==> src/rtl/rip_pkg.sv <==
// rip_pkg: shared opcodes, funct7 constants, decoded-instruction flags and decode packet
package rip_pkg;
   localparam logic [6:0] OP       = 7'b0110011;
   localparam logic [6:0] OP_IMM   = 7'b0010011;
   localparam logic [6:0] LOAD     = 7'b0000011;
   localparam logic [6:0] STORE    = 7'b0100011;
   localparam logic [6:0] BRANCH   = 7'b1100011;
   localparam logic [6:0] JAL      = 7'b1101111;
   localparam logic [6:0] JALR     = 7'b1100111;
   localparam logic [6:0] LUI      = 7'b0110111;
   localparam logic [6:0] AUIPC    = 7'b0010111;
   localparam logic [6:0] SYSTEM   = 7'b1110011;
   localparam logic [6:0] MISC_MEM = 7'b0001111;
   localparam logic [6:0] F7_BASE   = 7'b0000000;
   localparam logic [6:0] F7_ALT    = 7'b0100000;
   localparam logic [6:0] F7_MULDIV = 7'b0000001;
   localparam logic [31:0] ECALL_CODE  = 32'h0000_0073;
   localparam logic [31:0] EBREAK_CODE = 32'h0010_0073;
   localparam logic [31:0] MRET_CODE   = 32'h3020_0073;
   localparam int PKT_PC_W = 64;
   typedef struct packed {
      logic LUI, AUIPC, JAL, JALR;
      logic BEQ, BNE, BLT, BGE, BLTU, BGEU;
      logic LB, LH, LW, LBU, LHU, SB, SH, SW;
      logic ADDI, SLTI, SLTIU, XORI, ORI, ANDI, SLLI, SRLI, SRAI;
      logic ADD, SUB, SLL, SLT, SLTU, XOR, SRL, SRA, OR, AND;
      logic FENCE, ECALL, EBREAK, MRET;
      logic CSRRW, CSRRS, CSRRC, CSRRWI, CSRRSI, CSRRCI;
      logic MUL, MULH, MULHSU, MULHU, DIV, DIVU, REM, REMU;
      logic ILLEGAL, UPDATE_REG, UPDATE_PC;
   } inst_t;
   typedef struct packed {
      logic [4:0]          rs1_num;
      logic [4:0]          rs2_num;
      logic [4:0]          rd_num;
      logic [11:0]         csr_num;
      logic [4:0]          csr_zimm;
      logic [31:0]         imm;
      inst_t               inst;
      logic [PKT_PC_W-1:0] pc;
      logic                illegal;
   } de_pkt_t;
endpackage

==> src/rtl/rip_decode_comb.sv <==
// rip_decode_comb: combinational RV32I+Zicsr(+M) decoder, inst_code -> de_pkt_t with pc left zero
//   inst_code : raw 32-bit instruction
//   dec       : decoded packet; illegal encodings yield a trap packet with registers zeroed
module rip_decode_comb
   import rip_pkg::*;
#(
   parameter bit ENABLE_M = 1'b1
) (
   input  logic [31:0] inst_code,
   output de_pkt_t     dec
);
   logic [6:0] opc, f7;
   logic [2:0] f3;
   logic [4:0] rd, rs1, rs2;
   logic is_op, is_opi, is_load, is_store, is_br, is_jal, is_jalr, is_lui, is_auipc, is_sys, is_misc;
   logic is_md, is_alu, is_csr, is_shi, op_ok, opi_ok, sys_ok, illegal;
   logic uses_rd, uses_rs1, uses_rs2;
   logic [31:0] imm_i, imm_s, imm_b, imm_u, imm_j;
   inst_t raw, trap;
   assign opc = inst_code[6:0];
   assign rd  = inst_code[11:7];
   assign f3  = inst_code[14:12];
   assign rs1 = inst_code[19:15];
   assign rs2 = inst_code[24:20];
   assign f7  = inst_code[31:25];
   assign is_op    = opc == OP;
   assign is_opi   = opc == OP_IMM;
   assign is_load  = opc == LOAD;
   assign is_store = opc == STORE;
   assign is_br    = opc == BRANCH;
   assign is_jal   = opc == JAL;
   assign is_jalr  = opc == JALR;
   assign is_lui   = opc == LUI;
   assign is_auipc = opc == AUIPC;
   assign is_sys   = opc == SYSTEM;
   assign is_misc  = opc == MISC_MEM;
   assign is_md  = is_op & f7 == F7_MULDIV;
   assign is_alu = is_op & !is_md;
   assign is_csr = is_sys & f3[1:0] != 2'd0;
   assign is_shi = is_opi & f3[1:0] == 2'b01;
   // ALT funct7 is only defined for SUB and SRA
   assign op_ok  = f7 == F7_BASE | (f7 == F7_ALT & (f3 == 3'b000 | f3 == 3'b101)) | (f7 == F7_MULDIV & ENABLE_M);
   assign opi_ok = f3 == 3'b001 ? f7 == F7_BASE : f3 == 3'b101 ? (f7 == F7_BASE | f7 == F7_ALT) : 1'b1;
   assign sys_ok = f3 != 3'b000 | inst_code == ECALL_CODE | inst_code == EBREAK_CODE | inst_code == MRET_CODE;
   assign illegal = !(is_op | is_opi | is_load | is_store | is_br | is_jal | is_jalr | is_lui | is_auipc | is_sys | is_misc)
                    | (is_op & !op_ok) | (is_opi & !opi_ok) | (is_sys & !sys_ok);
   assign uses_rd  = is_lui | is_auipc | is_jal | is_jalr | is_load | is_opi | is_op | is_csr;
   assign uses_rs1 = is_jalr | is_br | is_load | is_store | is_opi | is_op | (is_csr & !f3[2]);
   assign uses_rs2 = is_br | is_store | is_op;
   assign imm_i = {{20{inst_code[31]}}, inst_code[31:20]};
   assign imm_s = {{20{inst_code[31]}}, inst_code[31:25], inst_code[11:7]};
   assign imm_b = {{19{inst_code[31]}}, inst_code[31], inst_code[7], inst_code[30:25], inst_code[11:8], 1'b0};
   assign imm_u = {inst_code[31:12], 12'd0};
   assign imm_j = {{11{inst_code[31]}}, inst_code[31], inst_code[19:12], inst_code[20], inst_code[30:21], 1'b0};
   always_comb begin
      raw = '0;
      raw.LUI    = is_lui;
      raw.AUIPC  = is_auipc;
      raw.JAL    = is_jal;
      raw.JALR   = is_jalr;
      raw.BEQ    = is_br & f3 == 3'd0;
      raw.BNE    = is_br & f3 == 3'd1;
      raw.BLT    = is_br & f3 == 3'd4;
      raw.BGE    = is_br & f3 == 3'd5;
      raw.BLTU   = is_br & f3 == 3'd6;
      raw.BGEU   = is_br & f3 == 3'd7;
      raw.LB     = is_load & f3 == 3'd0;
      raw.LH     = is_load & f3 == 3'd1;
      raw.LW     = is_load & f3 == 3'd2;
      raw.LBU    = is_load & f3 == 3'd4;
      raw.LHU    = is_load & f3 == 3'd5;
      raw.SB     = is_store & f3 == 3'd0;
      raw.SH     = is_store & f3 == 3'd1;
      raw.SW     = is_store & f3 == 3'd2;
      raw.ADDI   = is_opi & f3 == 3'd0;
      raw.SLLI   = is_opi & f3 == 3'd1;
      raw.SLTI   = is_opi & f3 == 3'd2;
      raw.SLTIU  = is_opi & f3 == 3'd3;
      raw.XORI   = is_opi & f3 == 3'd4;
      raw.SRLI   = is_opi & f3 == 3'd5 & !f7[5];
      raw.SRAI   = is_opi & f3 == 3'd5 & f7[5];
      raw.ORI    = is_opi & f3 == 3'd6;
      raw.ANDI   = is_opi & f3 == 3'd7;
      raw.ADD    = is_alu & f3 == 3'd0 & !f7[5];
      raw.SUB    = is_alu & f3 == 3'd0 & f7[5];
      raw.SLL    = is_alu & f3 == 3'd1;
      raw.SLT    = is_alu & f3 == 3'd2;
      raw.SLTU   = is_alu & f3 == 3'd3;
      raw.XOR    = is_alu & f3 == 3'd4;
      raw.SRL    = is_alu & f3 == 3'd5 & !f7[5];
      raw.SRA    = is_alu & f3 == 3'd5 & f7[5];
      raw.OR     = is_alu & f3 == 3'd6;
      raw.AND    = is_alu & f3 == 3'd7;
      raw.MUL    = is_md & f3 == 3'd0;
      raw.MULH   = is_md & f3 == 3'd1;
      raw.MULHSU = is_md & f3 == 3'd2;
      raw.MULHU  = is_md & f3 == 3'd3;
      raw.DIV    = is_md & f3 == 3'd4;
      raw.DIVU   = is_md & f3 == 3'd5;
      raw.REM    = is_md & f3 == 3'd6;
      raw.REMU   = is_md & f3 == 3'd7;
      raw.FENCE  = is_misc;
      raw.ECALL  = inst_code == ECALL_CODE;
      raw.EBREAK = inst_code == EBREAK_CODE;
      raw.MRET   = inst_code == MRET_CODE;
      raw.CSRRW  = is_sys & f3 == 3'd1;
      raw.CSRRS  = is_sys & f3 == 3'd2;
      raw.CSRRC  = is_sys & f3 == 3'd3;
      raw.CSRRWI = is_sys & f3 == 3'd5;
      raw.CSRRSI = is_sys & f3 == 3'd6;
      raw.CSRRCI = is_sys & f3 == 3'd7;
      raw.UPDATE_PC = is_jal | is_jalr | is_br | raw.ECALL | raw.EBREAK | raw.MRET;
      trap = '0;
      trap.UPDATE_PC = 1'b1;
      dec = '0;
      dec.illegal  = illegal;
      dec.inst     = illegal ? trap : raw;
      dec.rd_num   = uses_rd & !illegal ? rd : 5'd0;
      dec.rs1_num  = uses_rs1 & !illegal ? rs1 : 5'd0;
      dec.rs2_num  = uses_rs2 & !illegal ? rs2 : 5'd0;
      dec.csr_num  = is_csr & !illegal ? inst_code[31:20] : 12'd0;
      dec.csr_zimm = is_csr & f3[2] & !illegal ? rs1 : 5'd0;
      dec.imm      = illegal ? 32'd0 : is_shi ? {27'd0, inst_code[24:20]} :
                     (is_jalr | is_load | is_opi) ? imm_i : is_store ? imm_s : is_br ? imm_b :
                     (is_lui | is_auipc) ? imm_u : is_jal ? imm_j : 32'd0;
      dec.inst.UPDATE_REG = dec.rd_num != 5'd0 & !illegal;
   end
endmodule

==> src/rtl/rip_decode_stage.sv <==
// rip_decode_stage: registered decode stage with valid/ready handshakes, 2-entry skid, flush and consume counter
//   clk, rst_n            : clock, synchronous active-low reset
//   flush                 : drop main, skid and any packet accepted this cycle
//   in_valid/in_ready     : fetch handshake carrying inst_code and in_pc
//   if_*_num              : early register/CSR numbers, nonzero only on accept
//   out_valid/out_ready   : execute handshake carrying out_pkt (zero when invalid)
//   decode_count          : packets consumed by execute, wrapping
module rip_decode_stage
   import rip_pkg::*;
#(
   parameter bit ENABLE_M = 1'b1,
   parameter int CNT_W    = 32,
   parameter int PC_W     = 32
) (
   input  logic                         clk,
   input  logic                         rst_n,
   input  logic                         flush,
   input  logic                         in_valid,
   output logic                         in_ready,
   input  logic [31:0]                  inst_code,
   input  logic [PC_W-1:0]              in_pc,
   output logic [4:0]                   if_rs1_num,
   output logic [4:0]                   if_rs2_num,
   output logic [4:0]                   if_rd_num,
   output logic [11:0]                  if_csr_num,
   output logic                         out_valid,
   input  logic                         out_ready,
   output logic [$bits(de_pkt_t)-1:0]   out_pkt,
   output logic [CNT_W-1:0]             decode_count
);
   de_pkt_t dec, new_pkt, main_pkt, skid_pkt;
   logic main_v, skid_v, acc, con;
   rip_decode_comb #(.ENABLE_M(ENABLE_M)) u_dec (.inst_code(inst_code), .dec(dec));
   always_comb begin
      new_pkt = dec;
      new_pkt.pc = PKT_PC_W'(in_pc);
   end
   // in_ready depends only on the skid register, so out_ready never reaches fetch combinationally
   assign in_ready  = !skid_v;
   assign out_valid = main_v;
   assign acc = in_valid & in_ready;
   assign con = main_v & out_ready;
   assign out_pkt = main_v ? main_pkt : '0;
   assign if_rs1_num = acc ? dec.rs1_num : 5'd0;
   assign if_rs2_num = acc ? dec.rs2_num : 5'd0;
   assign if_rd_num  = acc ? dec.rd_num : 5'd0;
   assign if_csr_num = acc ? dec.csr_num : 12'd0;
   always_ff @(posedge clk) begin
      if (!rst_n || flush) begin
         main_v   <= 1'b0;
         skid_v   <= 1'b0;
         main_pkt <= '0;
         skid_pkt <= '0;
      end else begin
         if (acc && (!main_v || con)) begin
            main_pkt <= new_pkt;
            main_v   <= 1'b1;
         end else if (con) begin
            main_pkt <= skid_pkt;
            main_v   <= skid_v;
         end
         if (acc && main_v && !con) begin
            skid_pkt <= new_pkt;
            skid_v   <= 1'b1;
         end else if (con) begin
            skid_v <= 1'b0;
         end
      end
   end
   always_ff @(posedge clk) begin
      if (!rst_n) decode_count <= '0;
      else if (con && !flush) decode_count <= decode_count + 1'b1;
   end
endmodule

==> config.mk <==
export PLATFORM = sky130hd
export DESIGN_NAME = rip_decode_stage
export DESIGN_NICKNAME = d
export VERILOG_FILES = /design/src/rtl/rip_pkg.sv /design/src/rtl/rip_decode_comb.sv /design/src/rtl/rip_decode_stage.sv
export SDC_FILE = /design/constraint.sdc
export NUM_CORES = 1
export LEC_CHECK = 0
export ABC_CLOCK_PERIOD_IN_PS = 7700
export CAP_MARGIN = 20
export CORE_MARGIN = 2
export CORE_UTILIZATION = 55
export CTS_CLUSTER_SIZE = 14
export DETAILED_ROUTE_END_ITERATION = 16
export PLACE_DENSITY = 0.87
export SLEW_MARGIN = 20
export SYNTH_ARGS = -nofsm -noshare
export SYNTH_HDL_FRONTEND = slang
export SYNTH_SLANG_ARGS = --single-unit
==> constraint.sdc <==
create_clock -name clk -period 7.7 [get_ports clk]
set_input_delay 1.54 -clock clk [delete_from_list [all_inputs] [get_ports clk]]
set_output_delay 1.54 -clock clk [all_outputs]
set_load 0.01 [all_outputs]
==> results.json, run 1 <==
{
  "rr_endpoint": "skid_pkt[139]$_SDFFE_PP0P_",
  "end_kind": "output port",
  "drc_errors": 0,
  "critPathMaxStageDelay_ns": 0.78,
  "r2r_start": "out_valid$_SDFFE_PP0P_",
  "synth_top_area_share": 0.454,
  "globalRouteTotalUtil": 0.314,
  "synth_edf_count": 0,
  "p_sw_frac": 0.230,
  "fin_crit_ns": 6.74,
  "numCtsBuffers": 36,
  "worst_pin_slew_ns": 1.08,
  "layout.nets": 2085,
  "rsz0062_at_grt": "false",
  "fin_cells": 2382,
  "ir_drop_mv": 0.129,
  "drv_slew": 0,
  "synth_cell_types": 61,
  "outcome": "finished, final reports clean",
  "ctsHoldBuffers": 0,
  "power_density_nw_per_um2": 198,
  "pwr-share-seq": 0.475,
  "pre_cts_ws_ns": 1.12,
  "hold_violations": 0,
  "htreeDepth": 2,
  "path_common_cell": "clkdlybuf4s50_1",
  "critPathMaxFanout": 14,
  "drtIter0Drc": 2058,
  "synthTopCellsByCount": "dfxtp_1 (342), nand2_1 (286), and2_1 (186)",
  "slew_headroom": 0.280,
  "final_layout_size_suffix_gt1_frac": 0.0500,
  "switchingPower_mw": 0.866,
  "ff2ff_path_depth": 7,
  "viasPerCell": 6.21,
  "setup_viol": 0,
  "p_leak_nw": 6.43,
  "min_from": "skid_pkt[82]$_SDFFE_PP0P_",
  "die_h_um": 170,
  "holdPathStages": 2,
  "fmax_mhz": 148,
  "path_cells": "clkdlybuf4s50_1 > and2_1 > and3_1 > o21ai_0 > o211ai_1 > nand2_1 > nor2_1 > clkdlybuf4s50_1",
  "ys.flop_type": "dfxtp_1",
  "yosysMostFrequentCell": "dfxtp_1",
  "antenna_found_initial": 1,
  "wl_per_cell_um": 19.8,
  "clk_pin_slew_ns": 0.06,
  "finClkSkew_ns": 0.0124,
  "place_inst": 2318,
  "antenna_left": 0,
  "period_share": 0.875,
  "yosys.area.top_type": "dfxtp_1",
  "clkLatencyLatePin_ns": 0.51,
  "gp_congestion": 0.935,
  "dp_hpwl_um": 30200,
  "worst_slack_ns": 0.964,
  "cts_setup_buffers": 0,
  "synth_cells": 1834,
  "setup_tns_ns": 0,
  "cts.sink_count": 342,
  "vias": 14800,
  "core_area_um2": 27000,
  "ios": 317,
  "synth_area_leaders": "dfxtp_1 (45%), and2_1 (7.7%), nand2_1 (7.1%)",
  "hold_end": "skid_pkt[82]$_SDFFE_PP0P_",
  "cts_tree": "done",
  "grt_pass1_vias": 13800,
  "dieArea_um2": 28800,
  "maxCapViolations": 0,
  "path_class": "input port to output port",
  "clk_path_buf_depth": 3,
  "area_growth_pct": 26.2,
  "worstHoldPathType": "flop to flop",
  "synth-seq-area-share": 0.454,
  "synth-seq-cells": 342,
  "chipWidth_um": 170,
  "critPathLaunchType": "input port",
  "routed_wl_um": 47000,
  "crit_arrival_ns": 5.20,
  "cts_root_buf": "clkbuf_16",
  "ys_warn_count": 0,
  "netlist_area_um2": 15100,
  "syn-mean-instance-area_um2": 8.22,
  "grt_max_degree": 117,
  "fin_area_um2": 19000,
  "row_count": 60,
  "placed_area_um2": 17800,
  "internal_power_mw": 2.89,
  "overflow": 0,
  "pwr-share-clk": 0.465,
  "io_buffers": 283,
  "comb_power_share": 0.060,
  "grt_pass1_wl_um": 73600,
  "ctsResizeCount": 0,
  "synth-async-reset-ratio": 0,
  "slowest_stage": "clkdlybuf4s50_1",
  "cp.required_ns": 6.16,
  "start_util": 0.559,
  "ff2ff_setup_slack_ns": 3.78,
  "dr.pass1.iters": 9
}
metrics by stage:
stage | util | hold slack (ns) | power [mW]
2_1_floorplan | - | 0.425 | 1.96
3_3_place_gp | 0.661 | 0.434 | 2.04
3_5_place_dp | 0.661 | 0.443 | 2.04
4_1_cts | 0.706 | 0.454 | 3.76
5_1_grt | 0.706 | 0.467 | 3.86
6_report | 0.706 | 0.454 | 3.76
logic make-up after synthesis:
family	after synthesis	share of synthesized area
buffers and inverters	207	0.0607
other	1	0.000249
XOR/XNOR	28	0.0163
adder cells (fa/ha/maj)	1	0.000830
AND/OR/NAND/NOR	793	0.256
flip-flops	342	0.454
AO/OA/AOI/OAI	462	0.212
worst max path at each step:
stage                        from            end  slack [ns]
floorplan           inst_code[26]   if_rd_num[0]        2.89
global placement     inst_code[5]  if_rs1_num[2]        1.14
detailed placement   inst_code[5]  if_rs1_num[2]        1.12
CTS                  inst_code[5]  if_rs1_num[2]        1.10
global route         inst_code[5]  if_rs1_num[2]        0.76
finish               inst_code[5]  if_rs1_num[2]        0.96
layer usage:
metal  wire (um)  vias to the layer above  GRT usage
met5           0                        -          0
met4        1780                        0      0.122
met3        4640                      140     0.0501
met2       21600                      930      0.507
met1       19000                     6944      0.424
li1            -                     6773          -
power groups by stage:
stage | sequential [mW] | clock [mW] | combinational (mW)
after global routing | 1.79 | 1.83 | 0.240
final | 1.79 | 1.75 | 0.226
after detailed placement | 1.83 | 0 | 0.219
after CTS | 1.79 | 1.76 | 0.220
after global placement | 1.82 | 0 | 0.216
after floorplan | 1.82 | 0 | 0.139
critical path, delay by kind of cell:
| kind | cells | cell delay [ns] |
|---|---|---|
| AO/OA/AOI/OAI | 2 | 1.05 |
| buffers and inverters | 2 | 1.35 |
| AND/OR/NAND/NOR | 4 | 1.26 |
sequential cells by signal (all words and copies together), names as in the netlist:
name	flops
main_pkt	154
out_valid	1
skid_v	1
skid_pkt	154
decode_count	32
layout by cell type, fill, tap and decap left out, types with 14 or more instances in the layout:
cell             Yosys  final
buf_4               33     25
and3_1              20     20
a21oi_1             93     93
and2_1             186    186
clkdlybuf4s50_1      0    283
o22ai_1             59     59
clkbuf_16            0     38
nand4_1             16     16
xnor2_1             17     17
nand3_1             46     46
a222oi_1            37     37
o21ai_0             68     67
nor3_1              14     14
dfxtp_1            342    341
nor2_1             161    155
a22oi_1            106    106
nand2_1            286    284
a311oi_1            33     33
conb_1               1     33
final cells by class:
type / count / area [um^2]
fillers: 2054 / 7930
multi-input cells: 1317 / 7490
clock buffers: 53 / 1090
well taps: 341 / 427
inverters: 10 / 37.5
repair buffers: 308 / 3020
diodes: 1 / 2.50
flip-flops and latches: 342 / 6850
clock inverters: 10 / 110
(Power assumes the default switching activity.)
==> run 2, diff against run 1 <==
--- a/config.mk
+++ b/config.mk
@@ -5,13 +5,14 @@
 export SDC_FILE = /design/constraint.sdc
 export NUM_CORES = 1
 export LEC_CHECK = 0
+export ABC_AREA = 1
 export ABC_CLOCK_PERIOD_IN_PS = 7700
 export CAP_MARGIN = 20
 export CORE_MARGIN = 2
-export CORE_UTILIZATION = 55
+export CORE_UTILIZATION = 57
 export CTS_CLUSTER_SIZE = 14
 export DETAILED_ROUTE_END_ITERATION = 16
-export PLACE_DENSITY = 0.87
+export PLACE_DENSITY = 0.95
 export SLEW_MARGIN = 20
 export SYNTH_ARGS = -nofsm -noshare
 export SYNTH_HDL_FRONTEND = slang
==> run 2 against run 1 <==
Effect of this change:
- global-route usage grew 2.7 points
- register-to-register slack gained 0.23 ns
- utilization grew 1.0 points
- synthesized cell count grew 37%
- first-iteration DRC count grew 18%
- via count grew 21%
- largest power group is now clock
- wire length grew 15%
- clock skew grew 0.0017 ns
- sequential power is essentially flat
- final cell count grew 30%
- die area grew 5.3%
- fmax grew 0.67%
==> results.json, run 2 <==
{
  "holdPathStages": 2,
  "path_class": "input port to output port",
  "dp_hpwl_um": 35200,
  "dr.pass1.iters": 6,
  "numCtsBuffers": 37,
  "die_h_um": 174,
  "synth_cells": 2511,
  "power_mw": 3.90,
  "period_share": 0.869,
  "grt_pass1_wl_um": 85400,
  "pwr-share-seq": 0.461,
  "yosysMostFrequentCell": "nand2_1",
  "ir_drop_mv": 0.146,
  "routed_wl_um": 54100,
  "io_buffers": 283,
  "netlist_area_um2": 16500,
  "drc_errors": 0,
  "clkLatencyLatePin_ns": 0.53,
  "cp.required_ns": 6.16,
  "start_util": 0.577,
  "wl_per_cell_um": 17.5,
  "layout.nets": 2752,
  "row_count": 62,
  "ctsResizeCount": 0,
  "ff2ff_path_depth": 7,
  "crit_arrival_ns": 5.15,
  "cts_setup_buffers": 0,
  "viasPerCell": 5.77,
  "ios": 317,
  "cts_root_buf": "clkbuf_16",
  "antenna_found_initial": 0,
  "finClkSkew_ns": 0.0141,
  "comb_power_share": 0.070,
  "hold_violations": 0,
  "r2r_start": "skid_v$_SDFFE_PP0P_",
  "synth-seq-area-share": 0.416,
  "fmax_mhz": 149,
  "final_layout_size_suffix_gt1_frac": 0.0469,
  "synth-seq-cells": 342,
  "synth_area_leaders": "dfxtp_1 (42%), nand2_1 (14%), inv_1 (7.3%)",
  "cts.sink_count": 342,
  "fin_crit_ns": 6.69,
  "switchingPower_mw": 0.951,
  "vias": 17800,
  "crit_path_start": "inst_code[1]",
  "rsz0062_at_grt": "false",
  "synth_top_area_share": 0.416,
  "critPathLaunchType": "input port",
  "critPathMaxStageDelay_ns": 0.77,
  "drv_slew": 0,
  "worstHoldPathType": "flop to flop",
  "grt_max_degree": 231,
  "ys_warn_count": 0,
  "end_kind": "output port",
  "synth_cell_types": 40,
  "synth_edf_count": 0,
  "internal_power_mw": 2.95,
  "min_from": "skid_pkt[135]$_SDFFE_PP0P_",
  "grt_pass1_vias": 16200,
  "area_growth_pct": 24.1,
  "p_sw_frac": 0.244,
  "layout_common_cells": "nand2_1 (610), dfxtp_1 (341), inv_1 (320)",
  "final_common_cell": "nand2_1",
  "worst_pin_slew_ns": 1.06,
  "drtIter0Drc": 2438,
  "core_area_um2": 28500,
  "path_cells": "clkdlybuf4s50_1 > nand2_1 > nor2_1 > nand2_1 > nand2_2 > inv_2 > nand3_1 > nand3_2 > nor2_1 > nand2_1 > nor2_1 > clkdlybuf4s50_1",
  "slowest_stage": "nor2_1",
  "p_leak_nw": 8.52,
  "htreeDepth": 2,
  "antennaDiodeCount": 0,
  "pwr-share-clk": 0.470,
  "critPathMaxFanout": 13,
  "reg_top3": "main_pkt: 154 flops, skid_pkt: 154 flops, decode_count: 32 flops",
  "ys.flop_type": "dfxtp_1",
  "outcome": "finished, final reports clean",
  "globalRouteTotalUtil": 0.341,
  "power_density_nw_per_um2": 191,
  "yosys.area.top_type": "dfxtp_1",
  "synthTopCellsByCount": "nand2_1 (611), dfxtp_1 (342), inv_1 (320)",
  "syn-mean-instance-area_um2": 6.56,
  "synth-async-reset-ratio": 0,
  "antenna_left": 0,
  "clk_pin_slew_ns": 0.06,
  "dieArea_um2": 30300,
  "clk_path_buf_depth": 3,
  "overflow": 0,
  "maxCapViolations": 0,
  "chipWidth_um": 174,
  "ctsHoldBuffers": 0,
  "cts_tree": "done",
  "setup_viol": 0,
  "setup_tns_ns": 0,
  "gp_congestion": 0.914,
  "slew_headroom": 0.294
}
==> run 2: logic make-up (layout without fill, tap and decap cells) <==
logic type | after synthesis | in the layout | synth area share
and+or+nand+nor | 1140 | 1140 | 0.287
xor gates and xnor gates | 7 | 7 | 0.00372
buffers and inverters | 535 | 701 | 0.131
AOI/OAI and AO/OA | 485 | 485 | 0.162
DFF | 342 | 342 | 0.416
adders and majority gates | 1 | 1 | 0.000759
other | 1 | 33 | 0.000228
==> run 2: power by group through the flow <==
stage / clock network (mW) / registers (mW) / logic, mW
final: 1.83 / 1.80 / 0.273
after global routing: 1.90 / 1.80 / 0.291
after CTS: 1.83 / 1.80 / 0.264
after detailed placement: 0 / 1.84 / 0.262
after global placement: 0 / 1.84 / 0.258
after floorplan: 0 / 1.83 / 0.178
==> run 2: path summary, 6_finish.rpt <==
check | to | slack (ns)
worst max register to register | main_pkt[75]$_SDFFE_PP0P_ | 4.01
worst min-delay path | skid_pkt[135]$_SDFFE_PP0P_ | 0.46
worst min register to register | skid_pkt[135]$_SDFFE_PP0P_ | 0.46
worst max-delay path | if_rd_num[4] | 1.01
==> run 2: metrics by stage <==
step                setup slack, ns  instances  cell area, um^2  hold WS [ns]   util
floorplan                      3.18       2543            16600         0.445      -
global placement               1.18       3027            19200         0.450  0.673
detailed placement             1.11       3027            19200         0.456  0.673
CTS                            1.10       3093            20400         0.465  0.716
global route                  0.742       3093            20400         0.490  0.716
finish                         1.01       3093            20400         0.465  0.716
==> run 2: worst max-delay path: cells and delay by family <==
| family | cells | cell delay, ns |
|---|---|---|
| buffers and inverters | 3 | 1.09 |
| and+or+nand+nor | 9 | 2.50 |
==> run 2: per-layer routing <==
layer	track usage	up-vias	wire length [um]	part of all wire
met3	0.0661	140	5980	0.11
met4	0.0966	0	1460	0.027
li1	-	8286	-	-
met1	0.470	8226	21900	0.40
met5	0	-	0	0
met2	0.544	1185	24800	0.46
==> run 2: final cells by class <==
type	count	area [um^2]
clock inverter	14	180
fill	2255	8110
inverter	337	1270
timing repair buffer	298	2970
tap	384	480
multi-input combinational	1666	7630
sequential	342	6850
clock buffer	52	1050
